[src/rtl/ptn_seq_ctrl.sv]
// ptn_seq_ctrl
//
// Purpose:
//   Frame-synchronous pattern sequencer that drives the pattern-select input
//   of the pattern generator. In auto mode it advances the pattern index
//   every HOLD_FRAMES frames. In manual mode it applies a host-requested
//   pattern through a request/acknowledge handshake. Every pattern change
//   happens at a frame boundary, which is the rising edge of i_VSync.
//   The block lives entirely in the pixel clock domain.
//
// Build option:
//   PTN_SEQ_MANUAL_EN
//     - Defined: manual mode, the PEND state, the armed flag and the
//       request latch are built.
//     - Undefined: i_mode, i_req and i_req_ptn are ignored, the block
//       always runs in auto mode, and o_ack and o_busy are tied to 0.
//
// Parameters:
//   PTN_NUM      number of selectable patterns (legal indices 0..PTN_NUM-1)
//   PTN_WIDTH    width of a pattern index
//   HOLD_FRAMES  frames per pattern in auto mode (>= 1)
//   HOLD_WIDTH   width of the hold counter (2**HOLD_WIDTH >= HOLD_FRAMES)
//
// Ports:
//   i_clk          pixel clock
//   i_rst          asynchronous, active-low reset
//   i_en           sequencer enable
//   i_mode         0 = auto, 1 = manual
//   i_VSync        vertical sync; a rising edge marks a frame start
//   i_req          manual pattern request (level)
//   i_req_ptn      requested pattern index
//   o_ack          one-cycle acknowledge that the request was applied
//   o_busy         a request is latched and waiting for a frame boundary
//   o_PTN_type     pattern index to the generator
//   o_frame_start  one-cycle registered pulse at each detected frame start
module ptn_seq_ctrl #(
  parameter int unsigned PTN_NUM     = 4,
  parameter int unsigned PTN_WIDTH   = 2,
  parameter int unsigned HOLD_FRAMES = 60,
  parameter int unsigned HOLD_WIDTH  = 8
) (
  input  logic                 i_clk,
  input  logic                 i_rst,
  input  logic                 i_en,
  input  logic                 i_mode,
  input  logic                 i_VSync,
  input  logic                 i_req,
  input  logic [PTN_WIDTH-1:0] i_req_ptn,
  output logic                 o_ack,
  output logic                 o_busy,
  output logic [PTN_WIDTH-1:0] o_PTN_type,
  output logic                 o_frame_start
);

  typedef enum logic [1:0] {
    ST_IDLE = 2'd0,
    ST_RUN  = 2'd1,
    ST_PEND = 2'd2
  } state_e;

  localparam logic [PTN_WIDTH-1:0]  PTN_LAST  = PTN_WIDTH'(PTN_NUM - 1);
  localparam logic [HOLD_WIDTH-1:0] HOLD_LAST = HOLD_WIDTH'(HOLD_FRAMES - 1);

  state_e                state_q, state_d;
  logic                  vs_q;
  logic                  primed_q;
  logic [PTN_WIDTH-1:0]  ptn_q, ptn_d;
  logic [HOLD_WIDTH-1:0] hold_q, hold_d;
  logic                  frame_start_q, frame_start_d;
  logic                  fs;

`ifdef PTN_SEQ_MANUAL_EN
  logic                  ack_q, ack_d;
  logic                  busy_q, busy_d;
  logic                  armed_q, armed_d;
  logic [PTN_WIDTH-1:0]  req_ptn_q, req_ptn_d;
`else
  logic                  unused_inputs;
  assign unused_inputs = ^{i_mode, i_req, i_req_ptn};
`endif

  // primed_q masks the first sampled cycle after reset, so a VSync that is
  // already high at reset release does not look like a rising edge.
  assign fs = i_VSync & ~vs_q & primed_q;

  always_comb begin
    state_d       = state_q;
    ptn_d         = ptn_q;
    hold_d        = hold_q;
    frame_start_d = i_en & fs;
`ifdef PTN_SEQ_MANUAL_EN
    ack_d         = 1'b0;
    busy_d        = busy_q;
    req_ptn_d     = req_ptn_q;
    // Re-arm whenever the request line is seen low.
    armed_d       = armed_q | ~i_req;
`endif

    if (!i_en) begin
      state_d = ST_IDLE;
      hold_d  = '0;
`ifdef PTN_SEQ_MANUAL_EN
      busy_d  = 1'b0;
`endif
    end else begin
      case (state_q)
        ST_IDLE: begin
          state_d = ST_RUN;
          hold_d  = '0;
        end

        ST_RUN: begin
`ifdef PTN_SEQ_MANUAL_EN
          if (i_mode) begin
            hold_d = '0;
            // An fs seen in the same cycle is not used; the latched
            // index waits for the following frame boundary.
            if (i_req && armed_q) begin
              req_ptn_d = (i_req_ptn > PTN_LAST) ? '0 : i_req_ptn;
              armed_d   = 1'b0;
              busy_d    = 1'b1;
              state_d   = ST_PEND;
            end
          end else
`endif
          if (fs) begin
            if (hold_q == HOLD_LAST) begin
              hold_d = '0;
              ptn_d  = (ptn_q == PTN_LAST) ? '0 : ptn_q + 1'b1;
            end else begin
              hold_d = hold_q + 1'b1;
            end
          end
        end

`ifdef PTN_SEQ_MANUAL_EN
        ST_PEND: begin
          if (fs) begin
            ptn_d   = req_ptn_q;
            ack_d   = 1'b1;
            busy_d  = 1'b0;
            hold_d  = '0;
            state_d = ST_RUN;
          end
        end
`endif

        default: state_d = ST_IDLE;
      endcase
    end
  end

  always_ff @(posedge i_clk or negedge i_rst) begin
    if (!i_rst) begin
      state_q       <= ST_IDLE;
      vs_q          <= 1'b0;
      primed_q      <= 1'b0;
      ptn_q         <= '0;
      hold_q        <= '0;
      frame_start_q <= 1'b0;
`ifdef PTN_SEQ_MANUAL_EN
      ack_q         <= 1'b0;
      busy_q        <= 1'b0;
      armed_q       <= 1'b1;
      req_ptn_q     <= '0;
`endif
    end else begin
      state_q       <= state_d;
      vs_q          <= i_VSync;
      primed_q      <= 1'b1;
      ptn_q         <= ptn_d;
      hold_q        <= hold_d;
      frame_start_q <= frame_start_d;
`ifdef PTN_SEQ_MANUAL_EN
      ack_q         <= ack_d;
      busy_q        <= busy_d;
      armed_q       <= armed_d;
      req_ptn_q     <= req_ptn_d;
`endif
    end
  end

  assign o_PTN_type    = ptn_q;
  assign o_frame_start = frame_start_q;
`ifdef PTN_SEQ_MANUAL_EN
  assign o_ack         = ack_q;
  assign o_busy        = busy_q;
`else
  assign o_ack         = 1'b0;
  assign o_busy        = 1'b0;
`endif

endmodule

[config.mk]
export PLATFORM = sky130hd
export DESIGN_NAME = ptn_seq_ctrl
export DESIGN_NICKNAME = d
export VERILOG_FILES = /design/src/rtl/ptn_seq_ctrl.sv
export SDC_FILE = /design/constraint.sdc
export NUM_CORES = 1
export LEC_CHECK = 0
export ABC_AREA = 1
export CORE_MARGIN = 4
export CORE_UTILIZATION = 41
export CTS_CLUSTER_DIAMETER = 50
export CTS_CLUSTER_SIZE = 24
export DETAILED_ROUTE_END_ITERATION = 10
export PLACE_DENSITY = 0.67
export SYNTH_ARGS = -nofsm -noshare
export SYNTH_HDL_FRONTEND = slang
export SYNTH_SLANG_ARGS = --single-unit
[constraint.sdc]
create_clock -name i_clk -period 2.4 [get_ports i_clk]
set_input_delay 0.36 -clock i_clk [delete_from_list [all_inputs] [get_ports i_clk]]
set_output_delay 0.36 -clock i_clk [all_outputs]
set_load 0.05 [all_outputs]
==> results.json, run 1 <==
{
  "cts_resized": 0,
  "multi_input_area_um2": 373,
  "p_leak_nw": 0.465,
  "dp_slack_ns": 0.778,
  "critical_path.max_stage_delay_ns": 0.82,
  "max-cap-violations": 0,
  "routed_wl_um": 1290,
  "dr.pass1.iters": 4,
  "dieHeight_um": 51.8,
  "period_share_pct": 77.2,
  "wl_per_cell_um": 9.19,
  "power_density_mw_per_mm2": 493,
  "max_clock_freq_mhz": 540,
  "fin_setup_tns_ns": 0,
  "drive_above_1_share_pct": 11.3,
  "yosys-top-cells-count": "44 x nand2_1, 14 x dfrtp_1, 13 x inv_1, 10 x nor2_1, 7 x nand3_1",
  "cp_max_fo": 4,
  "vias": 629,
  "yosys.area.top_type": "dfrtp_1",
  "cts_buffers": 3,
  "setup_viol": 0,
  "critPathBufInv": 1,
  "grt_use_total_pct": 11.9,
  "nNetsFinal": 127,
  "synthCells": 107,
  "start_util_pct": 44.6,
  "cts_setup_buffers": 0,
  "cts_buffer_depth": 2,
  "synth-main-ff-cell": "dfrtp_1",
  "critPathCaptureType": "output pin",
  "tightest_slew_ns": 0.616,
  "setup_slack_ns": 0.548,
  "clock-sinks": 14,
  "die_x_um": 51.8,
  "ios": 13,
  "yosysSeqAreaShare_pct": 44.5,
  "irDropWorstVdd_mv": 0.257,
  "tritoncts": "done",
  "slew_headroom_pct": 58.8,
  "yosys.cell_count.top_type": "nand2_1",
  "crit_arrival_ns": 1.49,
  "synth_cell_types": 15,
  "rr_startpoint": "hold_q[0]",
  "hold_viol": 0,
  "synth_edf_count": 0,
  "p_total_w": 0.000443,
  "rr_endpoint": "hold_q[0]",
  "crit_required_ns": 2.04,
  "htreeDepth": 1,
  "final_core_util_pct": 51.0,
  "dieArea_mm2": 0.00268,
  "diodes": 0,
  "grt_overflow": 0,
  "clk_pin_slew_ns": 0.09,
  "rsz0062_at_grt": "false",
  "syn_area_per_cell_um2": 7.36,
  "ys_warn_count": 0,
  "hp-class": "in -> async",
  "grt_antenna_before_repair": 0,
  "grt_pass1_vias": 582,
  "reg2reg_depth": 6,
  "place_hpwl_um": 1000,
  "root_buffer": "clkbuf_4",
  "drv_slew": 0,
  "syn_to_final_growth_pct": 14.3,
  "cp_slowest_cell": "clkdlybuf4s50_1",
  "clk_latency_ns": 0.28,
  "path_delay_family": "buffers and inverters",
  "grt_first_pass_wirelength_um": 2370,
  "synth_area_leaders": "dfrtp_1 45%, nand2_1 21%, inv_1 6.2%",
  "synth_area_um2": 787,
  "crit_chain": "clkdlybuf4s50_1",
  "grt_max_degree": 15,
  "regArea_um2": 350,
  "routed_via_density": 4.49,
  "period_needed_ns": 1.85,
  "gp_congestion": 0.781,
  "ant_nets": 0,
  "fin_skew_ns": 0.00113,
  "outcome": "complete, no violations",
  "fill_cells": 189,
  "drt-initial-drc-count": 10,
  "ys_seq_elements": 14,
  "drc": 0,
  "ctsHoldBuffers": 0,
  "coreArea_mm2": 0.00176,
  "ff2ff_setup_slack_ns": 1.18,
  "synthArstFlopShare_pct": 100,
  "rows": 15,
  "yosysTopAreaCellShare_pct": 44.5,
  "cp-start-kind": "flip-flop",
  "numPortBuffers": 6,
  "crit_type": "reg -> out"
}
## cell usage in the layout (no fill, tap or decap), types with 3 or more instances in the layout
cell and count:
dfrtp_1 14, inv_1 13, nand2_2 4, clkdlybuf4s50_1 6
ha_1 3, nand3_1 7, clkbuf_4 3, conb_1 3
nor2_1 10, nand2_1 44
## cell families (layout without fill, tap and decap cells)
group	Yosys count	in the layout	share of synthesized area (%)
AO/OA/AOI/OAI	1	1	0.635
adder cells (fa/ha/maj)	3	3	4.77
buffers and inverters	16	23	8.58
flip-flops	14	14	44.5
other	2	3	0.954
AND/OR/NAND/NOR	71	71	40.5
## registers in the layout, summed over array words and instances, names as in the netlist
name           flops
hold_q             8
o_PTN_type         2
o_frame_start      1
primed_q           1
state_q            1
vs_q               1
## power breakdown
group | internal, W | leakage [nW] | switching, W
combinational | 0.00000783 | 0.256 | 0.0000224
clock | 0.0000924 | 0.0210 | 0.0000801
sequential | 0.000239 | 0.188 | 0.00000136
## per-layer routing
metal / routed length (µm) / vias to the layer above / GRT usage, %
met4: 24 / 0 / 6.55
met5: 0 / - / 0
met2: 628 / 6 / 19.9
met1: 598 / 287 / 14.5
met3: 35 / 4 / 1.72
li1: - / 332 / -
## worst max-delay path by stage
stage,from,endpoint,slack [ns],depth (start not counted)
after global placement,i_VSync,hold_q[1],0.82,7
after floorplan,o_PTN_type[0],o_PTN_type[1],1.21,3
after global routing,o_PTN_type[0],o_PTN_type[0],0.49,1
after CTS,o_PTN_type[0],o_PTN_type[0],0.53,1
final,o_PTN_type[0],o_PTN_type[0],0.55,1
after detailed placement,i_VSync,hold_q[0],0.78,7
## stage by stage
step           cell area, µm²  hold slack (ns)  std cells
2_1_floorplan             791           0.0644        108
6_report                  900            0.454        140
3_5_place_dp              863            0.495        136
3_3_place_gp              863            0.489        136
4_1_cts                   900            0.483        140
5_1_grt                   900            0.503        140
## cell type report
class,instances,area share (%)
clock buffer,4,4.03
inverter,13,5.42
tap,25,3.48
timing repair buffer,6,6.68
multi-input combinational,78,41.4
sequential,14,38.9
(Power assumes the default switching activity.)
==> inputs of run 2 (changes only) <==
Clock period 2.4 ns to 1.75 ns, I/O delays scaled along.
==> run 2 against run 1 <==
Non-clock buffer count grew 1. Count of clock-buffer cells in the layout unchanged. Clock power up 36%. Global-route usage decreased by 1.1 points. Total power rose by 37%. First-iteration DRC count rose by 50%. Routed wire length decreased by 1.2%. Critical path depth unchanged. Cell area increased by 0.28%. Worst setup slack lost 0.46 ns. Sequential share of layout area fell by 0.11 points. Combinational power increased by 42%.
==> results.json, run 2 (synthesis gave the netlist of run 1 again) <==
{
  "hold_viol": 0,
  "drv_slew": 0,
  "setup_viol": 0,
  "grt_pass1_vias": 542,
  "syn_to_final_growth_pct": 14.6,
  "diodes": 0,
  "p_int_w": 0.000467,
  "path_delay_family": "buffers and inverters",
  "final_cell_mix": "44 x nand2_1, 14 x dfrtp_1, 13 x inv_1, 10 x nor2_1, 7 x nand3_1",
  "grt_overflow": 0,
  "dpl.cell_count": 137,
  "fin_setup_tns_ns": 0,
  "drive_above_1_share_pct": 13.8,
  "rows": 15,
  "grt_max_degree": 15,
  "crit_required_ns": 1.49,
  "htreeDepth": 1,
  "rsz0062_at_grt": "false",
  "dieArea_mm2": 0.00268,
  "dpl_cell_area_um2": 866,
  "rr_endpoint": "hold_q[6]",
  "power_frac_seq_pct": 54.2,
  "outcome": "complete, no violations",
  "root_buffer": "clkbuf_4",
  "clock-sinks": 14,
  "final_area_um2": 902,
  "grt_antenna_before_repair": 0,
  "ctsHoldBuffers": 0,
  "critical_path.max_stage_delay_ns": 0.79,
  "combPwrFrac_pct": 7.1,
  "critPathBufInv": 1,
  "p_sw_w": 0.000142,
  "ios": 13,
  "drt-initial-drc-count": 15,
  "crit_arrival_ns": 1.40,
  "cp_slowest_cell": "clkdlybuf4s50_1",
  "cts_buffers": 3,
  "numPortBuffers": 6,
  "cts_resized": 0,
  "grt_use_total_pct": 10.8,
  "critPathCaptureType": "output pin",
  "dieHeight_um": 51.8,
  "power_density_mw_per_mm2": 674,
  "cp_max_fo": 1,
  "ff2ff_setup_slack_ns": 0.51,
  "tritoncts": "done",
  "coreArea_mm2": 0.00176,
  "period_share_pct": 95.0,
  "routed_via_density": 4.35,
  "p_leak_nw": 0.474,
  "crit_chain": "clkdlybuf4s50_1",
  "nNetsFinal": 128,
  "final_common_cell": "nand2_1",
  "drc": 0,
  "clk_latency_ns": 0.28,
  "hp-class": "in -> async",
  "pwr-share-clk_pct": 38.7,
  "regMostFlops": "hold_q",
  "wl_per_cell_um": 9.01,
  "vias": 613,
  "fin_skew_ns": 0.00558,
  "cts_setup_buffers": 0,
  "ant_nets": 0,
  "routed_wl_um": 1270,
  "fin_cells": 141,
  "cts_buffer_depth": 2,
  "largest_register_ffs": 8,
  "max-cap-violations": 0,
  "cp-start-kind": "flip-flop",
  "irDropWorstVdd_mv": 0.462,
  "rr_startpoint": "hold_q[0]",
  "max_clock_freq_mhz": 602,
  "crit_type": "reg -> out",
  "start_util_pct": 44.6,
  "reg2reg_depth": 6,
  "place_hpwl_um": 976,
  "grt_first_pass_wirelength_um": 2210,
  "period_needed_ns": 1.66,
  "die_x_um": 51.8,
  "gp_congestion": 0.749,
  "dr.pass1.iters": 4,
  "p_sw_share_pct": 23.3,
  "clk_pin_slew_ns": 0.09
}
-- run 2: changes by cell type in the layout (fill, tap and decap cells not counted), sizes merged --
cell	previous run	this run
buf	0	3
clkdlybuf4s50	6	4
-- run 2: layer usage --
metal,part of all wire (%),track usage (%),vias up,wire length [µm]
met4,0,2.62,0,0
met2,47,18.4,8,599
li1,-,-,332,-
met5,0,0,-,0
met3,3.4,1.72,0,43
met1,49,14.1,273,628
-- run 2: cell type report --
cell class / count / area (µm²)
multi-input combinational: 78 / 373
tap: 25 / 31.3
clock buffer: 4 / 36.3
fill: 182 / 862
timing repair buffer: 7 / 62.6
inverter: 13 / 48.8
sequential: 14 / 350
-- run 2: worst max path at each step --
stage	slack, ns	cells past startpoint	end	start
floorplan	0.56	3	o_PTN_type[1]	o_PTN_type[0]
global placement	0.25	7	hold_q[7]	i_VSync
detailed placement	0.23	7	hold_q[7]	i_VSync
CTS	0.08	1	o_frame_start	o_frame_start
global route	0.04	1	o_frame_start	o_frame_start
finish	0.09	1	o_frame_start	o_frame_start
-- run 2: metrics by stage --
step	util, %	power (W)	worst slack [ns]	hold slack, ns
after floorplan	-	0.000364	0.561	-0.0331
after global placement	49.1	0.000380	0.251	0.494
after detailed placement	49.1	0.000380	0.233	0.497
after CTS	51.1	0.000614	0.0789	0.287
after global routing	51.1	0.000628	0.0354	0.298
final	51.1	0.000608	0.0884	0.273
-- run 2: power by group through the flow --
| stage | registers, W | logic (W) | clock network [W] |
|---|---|---|---|
| finish | 0.000330 | 0.0000430 | 0.000236 |
| detailed placement | 0.000336 | 0.0000441 | 0 |
| floorplan | 0.000338 | 0.0000261 | 0 |
| global route | 0.000330 | 0.0000488 | 0.000249 |
| CTS | 0.000330 | 0.0000442 | 0.000241 |
| global placement | 0.000336 | 0.0000437 | 0 |
==> inputs of run 3 (changes only) <==
Settings changed: CORE_MARGIN 4 to default, SKIP_CTS_REPAIR_TIMING from default to 1.
==> run 3 against run 2 <==
Register-to-register slack about the same. Fmax up 0.42%. Worst setup slack better by 0.0069 ns. Worst hold slack better by 0.0060 ns. Highest routed layer is now met4. Core utilization unchanged. Clock power about the same. Count of clock-buffer cells in the layout unchanged. Sequential share of layout area unchanged. Largest cell class unchanged. Die area down 22%.
==> results.json, run 3 (synthesis gave the netlist of run 1 again) <==
{
  "dpl.cell_count": 137,
  "rsz0062_at_grt": "false",
  "grt_use_total_pct": 14.9,
  "grt_pass1_vias": 509,
  "htreeDepth": 1,
  "vias": 627,
  "regMostFlops": "hold_q",
  "ant_nets": 0,
  "dieArea_mm2": 0.00210,
  "rr_endpoint": "hold_q[6]",
  "fin_setup_tns_ns": 0,
  "clk_pin_slew_ns": 0.09,
  "ff2ff_setup_slack_ns": 0.52,
  "period_share_pct": 94.6,
  "cp-start-kind": "flip-flop",
  "path_delay_family": "buffers and inverters",
  "critical_path.max_stage_delay_ns": 0.79,
  "irDropWorstVdd_mv": 0.453,
  "grt_max_degree": 15,
  "clk_latency_ns": 0.28,
  "grt_overflow": 0,
  "crit_required_ns": 1.49,
  "place_hpwl_um": 950,
  "drc": 0,
  "crit_arrival_ns": 1.39,
  "setup_viol": 0,
  "grt_antenna_before_repair": 0,
  "critPathCaptureType": "output pin",
  "reg2reg_depth": 6,
  "cts_buffers": 3,
  "rr_startpoint": "hold_q[0]",
  "ios": 13,
  "power_density_mw_per_mm2": 673,
  "root_buffer": "clkbuf_4",
  "syn_to_final_growth_pct": 14.6,
  "start_util_pct": 44.6,
  "cts_buffer_depth": 2,
  "outcome": "complete, no violations",
  "max-cap-violations": 0,
  "drv_slew": 0,
  "final_common_cell": "nand2_1",
  "drt-initial-drc-count": 14,
  "gp_congestion": 0.714,
  "cp_max_fo": 1,
  "final_cell_mix": "44 x nand2_1, 14 x dfrtp_1, 13 x inv_1, 10 x nor2_1, 7 x nand3_1",
  "max_clock_freq_mhz": 604,
  "clock-sinks": 14,
  "cp_slowest_cell": "clkdlybuf4s50_1",
  "period_needed_ns": 1.65,
  "numPortBuffers": 6,
  "routed_via_density": 4.45,
  "diodes": 0,
  "crit_chain": "clkdlybuf4s50_1",
  "die_x_um": 45.8,
  "dieHeight_um": 45.8,
  "routed_wl_um": 1260,
  "critPathBufInv": 1,
  "wl_per_cell_um": 8.96,
  "nNetsFinal": 128,
  "grt_first_pass_wirelength_um": 2130,
  "crit_type": "reg -> out",
  "crit_cells": 1,
  "hold_viol": 0,
  "hp-class": "in -> async",
  "fin_cells": 141,
  "dr.pass1.iters": 4,
  "rows": 15,
  "drive_above_1_share_pct": 13.8,
  "tritoncts": "done",
  "largest_register_ffs": 8,
  "p_leak_nw": 0.474,
  "fin_skew_ns": 0.00518,
  "coreArea_mm2": 0.00176
}
-- run 3: routing by layer --
| metal | vias up | routed length, µm | track usage (%) |
|---|---|---|---|
| li1 | 333 | - | - |
| met1 | 281 | 596 | 18.5 |
| met2 | 11 | 608 | 23.1 |
| met3 | 2 | 42 | 2.38 |
| met4 | 0 | 15 | 10.6 |
| met5 | - | 0 | 0 |
-- run 3: area by class of cell --
type | instances | area [µm²]
tap | 25 | 31.3
multi-input combinational | 78 | 373
timing repair buffer | 7 | 62.6
fill | 180 | 862
inverter | 13 | 48.8
clock buffer | 4 | 36.3
sequential | 14 | 350
-- run 3: how the worst max path moves through the flow --
stage / start / endpoint
2_1_floorplan: o_PTN_type[0] / o_PTN_type[1]
3_3_place_gp: i_VSync / hold_q[1]
3_5_place_dp: i_VSync / hold_q[6]
4_1_cts: o_frame_start / o_frame_start
5_1_grt: o_frame_start / o_frame_start
6_report: o_frame_start / o_frame_start
-- run 3: through the flow --
stage	setup slack (ns)	util [%]	hold WS (ns)	area (µm²)	power (W)
after CTS	0.0787	51.1	0.284	902	0.000618
after floorplan	0.561	-	-0.0331	791	0.000364
after global routing	0.0435	51.1	0.299	902	0.000635
final	0.0953	51.1	0.279	902	0.000607
after detailed placement	0.236	49.1	0.489	866	0.000380
after global placement	0.261	49.1	0.486	866	0.000380
-- run 3: where the power goes --
part | switching, W | internal [W] | total [W] | leakage, nW
combinational | 0.0000310 | 0.0000122 | 0.0000432 | 0.265
clock | 0.000108 | 0.000126 | 0.000235 | 0.0210
sequential | 0.00000169 | 0.000328 | 0.000329 | 0.188
